<file path="src/rtl/bit_4_cnt_10.sv">
// Free-running modulo-MODULUS counter with optional prescaler and terminal-count carry.
// Optional macro BIT_4_CNT_10_ILLEGAL_RECOVER_EN forces out-of-range counts back to 0.
module bit_4_cnt_10 #(
    parameter int WIDTH    = 4,
    parameter int MODULUS  = 10,
    parameter int PRESCALE = 1
) (
    input  logic             clk,
    input  logic             rst_n,
    output logic [WIDTH-1:0] cnt_out,
    output logic             cout
);

    localparam logic [WIDTH-1:0] LAST = WIDTH'(MODULUS - 1);

    logic             tick;
    logic [WIDTH-1:0] cnt_q, cnt_d;

    generate
        if (PRESCALE == 1) begin : g_no_pre
            assign tick = 1'b1;
        end else begin : g_pre
            localparam int            PW    = $clog2(PRESCALE);
            localparam logic [PW-1:0] PLAST = PW'(PRESCALE - 1);

            logic [PW-1:0] pre_q, pre_d;

            always_comb begin
                pre_d = (pre_q == PLAST) ? '0 : pre_q + PW'(1);
            end

            always_ff @(posedge clk or negedge rst_n) begin
                if (!rst_n) pre_q <= '0;
                else        pre_q <= pre_d;
            end

            assign tick = (pre_q == PLAST);
        end
    endgenerate

    always_comb begin
        cnt_d = cnt_q;
`ifdef BIT_4_CNT_10_ILLEGAL_RECOVER_EN
        // Out-of-range state is scrubbed immediately, independent of the prescaler.
        if (32'(cnt_q) >= MODULUS) begin
            cnt_d = '0;
        end else if (tick) begin
            cnt_d = (cnt_q == LAST) ? '0 : cnt_q + WIDTH'(1);
        end
`else
        // An illegal value simply counts up and wraps at 2^WIDTH.
        if (tick) begin
            cnt_d = (cnt_q == LAST) ? '0 : cnt_q + WIDTH'(1);
        end
`endif
    end

    always_ff @(posedge clk or negedge rst_n) begin
        if (!rst_n) cnt_q <= '0;
        else        cnt_q <= cnt_d;
    end

    assign cnt_out = cnt_q;
    assign cout    = (cnt_q == LAST) & tick;

endmodule

</file>
<file path="config.mk">
export PLATFORM = sky130hd
export DESIGN_NAME = bit_4_cnt_10
export DESIGN_NICKNAME = d
export VERILOG_FILES = /design/src/rtl/bit_4_cnt_10.sv
export SDC_FILE = /design/constraint.sdc
export NUM_CORES = 1
export LEC_CHECK = 0
export CORE_AREA = 2 2 39 41
export DETAILED_ROUTE_END_ITERATION = 10
export DIE_AREA = 0 0 41 43
export PLACE_DENSITY = 0.38
export SYNTH_ARGS = -nofsm -noshare
export SYNTH_HDL_FRONTEND = slang
export SYNTH_SLANG_ARGS = --single-unit
</file>
<file path="constraint.sdc">
create_clock -name clk -period 1 [get_ports clk]
set_input_delay 0.2 -clock clk [delete_from_list [all_inputs] [get_ports clk]]
set_output_delay 0.2 -clock clk [all_outputs]
set_load 0.05 [all_outputs]
</file>
==> impl_metrics.toml <==
[run_status]
outcome = "finished, violations left"
violations = "negative setup slack"

[final_layout]
finish.instance_area_um2 = 483.0
nFillCells = 141
antenna_cells = 0
largest_reg_flops = 4
syn_to_final_growth_pct = 181.8
nNetsFinal = 43
layout-drive-gt1-share_pct = 82.05

[power_and_ir_drop]
p_comb_share_pct = 1.8
p_total_mw = 0.3679
p_leak_nw = 0.2411
p_sw_mw = 0.06759
power_frac_seq_pct = 44.2
swShare_pct = 18.37
clock_power_share_pct = 53.9
power_density_mw_per_mm2 = 761.7
p_int_mw = 0.3003
vdd_ir_drop_max_mv = 0.3220

[floorplan]
row_count = 14
initial_utilization_pct = 12.39
dieHeight_um = 43
fp.dieW_um = 41
ioPinCount = 7
die_area_mm2 = 0.001763
fp.coreArea_mm2 = 0.001384

[global_routing]
antenna_found_initial = 0
grt-ovfl-total = 0
grt_max_degree = 5
first_global_vias = 227
gr-usage-all-layers_pct = 7.150
grt_pass1_wl_um = 772

[run]
cap_violations = 0

[synthesis]
yosys-top-cells-area = "dfrtp_1, mux2_2, a221o_1"
ys_warn_count = 0
yosysTopAreaCell = "dfrtp_1"
synthSimpleGateAreaFrac_pct = 16.79
synth-compound-area-share_pct = 8.759
ys.flop_type = "dfrtp_1"
synthArstFlopShare_pct = 100.0
ys_seq_area_share_pct = 58.39
synth_xor_area_share_pct = 5.109
yosys_register_bits = 4
post-synth-top-count-cell = "dfrtp_1"
synth_common_cells = "dfrtp_1, inv_1"
synth_enable_flop_cells = 0
synth_top_area_share_pct = 58.39
syn_inst = 15
syn_area_um2 = 171.4
synth_top_family_by_area = "simple AND/OR/NAND/NOR gates"
synth_mux_area_share_pct = 6.569
synth.net_count = 17
synth_cell_types = 11
synthAdderAreaFrac_pct = 0
synth_area_per_cell_um2 = 11.43

[detailed_routing]
drt_iter0_markers = 1
detail_route.wl_per_cell_um = 9.509
drc = 0
wl_um = 523
final_antenna_net_count = 0
vias = 205
first_pass_iters = 2
viasPerCell = 3.727

[critical_path]
start_kind = "flip-flop"
end_kind = "output pin"
crit_required_ns = 0.80
critical_path_class = "flip-flop to output pin"
cp_max_fo = 2
crit_arrival_ns = 1.16

[timing]
worst-slew-pin-transition_ns = 0.2070
rsz0062_at_grt = "yes"
slew_headroom_pct = 86.16
period_needed_ns = 1.359
setup_viol = 7
finalCritPeriodShare_pct = 135.9
fmax_mhz = 735.9
setup_slack_ns = -0.3589
hold_viol = 0
skew_ns = 0.0006839
setup-tns-final_ns = -1.485
report.final.slew_viol_count = 0

[placed_design]
numPortBuffers = 6
dpl-instance-area_um2 = 382.9
place.gp.congestion = 0.6718

[clock_network]
cts_tree = "yes"
clk_latency_ns = 0.23
clkSlewWorstSetupHoldPaths_ns = 0.04
cts_root_buf = "clkbuf_4"
htreeDepth = 1
cts_made_buffers = 3
cts.sinks = 4
clockBufferDepth = 2

[min_path]
hold_class = "primary input to asynchronous set/reset pin"
==> worst max-delay path, cell delays in order (launching register included) <==
cell,delay (ns)
dfrtp_2,0.41
nor2b_4,0.12
nor3b_4,0.23
buf_12,0.17
==> through the flow <==
step	hold slack [ns]	utilization, %	std cells	worst slack [ns]
floorplan	-0.09559	-	15	-0.4276
global placement	0.4270	27.67	45	-0.1086
detailed placement	0.4235	27.67	45	-0.1050
CTS	0.1732	33.27	53	-0.3486
global route	0.1836	34.90	55	-0.4190
finish	0.1793	34.90	55	-0.3589
==> timing repair <==
item | 4_1_cts | 5_1_grt
resized for setup | 6 | 2
setup buffers | 6 | 3
pin swaps | 0 | 1
hold buffers | 0 | 0
endpoints found under the setup margin | 7 | 7
==> power by group through the flow <==
stage	logic [mW]	registers [mW]	clock network [mW]
4_1_cts	0.00690	0.163	0.209
5_1_grt	0.00737	0.162	0.217
6_report	0.00678	0.163	0.198
3_5_place_dp	0.00681	0.165	0
2_1_floorplan	0.0000000521	0.165	0
3_3_place_gp	0.00695	0.165	0
==> final cells by class <==
class                   instances  area [um^2]  share of cell area [%]
well taps                      16        20.02                   4.145
inverters                       2        7.507                   1.554
clock buffers                   3        22.52                   4.663
flip-flops and latches          4        105.1                   21.76
multi-input cells               9        82.58                   17.10
repair buffers                 21        245.2                   50.78
==> final timing paths <==
| kind | from | end | slack [ns] | cells after the start |
|---|---|---|---|---|
| setup / recovery | cnt_out[2] | cout | -0.36 | 3 |
| hold / removal | rst_n | cnt_out[0] | 0.18 | 1 |
| setup reg to reg | cnt_out[3] | cnt_out[3] | -0.16 | 4 |
| hold reg to reg | cnt_out[0] | cnt_out[0] | 0.61 | 2 |
| max in group asynchronous | rst_n | cnt_out[1] | 0.63 | 1 |
| min in group clk | cnt_out[0] | cnt_out[0] | 0.61 | 2 |
==> logic make-up after synthesis <==
kind of cell	after synthesis
DFF	4
AOI/OAI and AO/OA	2
and+or+nand+nor	5
xor gates and xnor gates	1
muxes	1
buffers and inverters	2
==> layout by cell type (no fill, tap or decap) <==
| master | n |
|---|---|
| buf_6 | 6 |
| inv_1 | 1 |
| clkdlybuf4s50_1 | 1 |
| buf_4 | 9 |
| mux2_2 | 1 |
| buf_12 | 5 |
| nand2_2 | 1 |
| o21ai_1 | 1 |
| nor2b_4 | 1 |
| xnor2_1 | 1 |
| nor2_1 | 1 |
| a221o_1 | 1 |
| inv_2 | 1 |
| nor3b_4 | 1 |
| clkbuf_4 | 3 |
| nor3_1 | 1 |
| dfrtp_2 | 4 |
==> metal layers <==
layer / vias up / GRT usage, % / part of all wire (%)
met3: 0 / 4.188 / 11
met1: 99 / 5.844 / 31
met5: - / 0 / 0
li1: 99 / - / -
met4: 0 / 8.000 / 0
met2: 7 / 10.31 / 58
No activity file was read; power rests on OpenSTA's default activity.
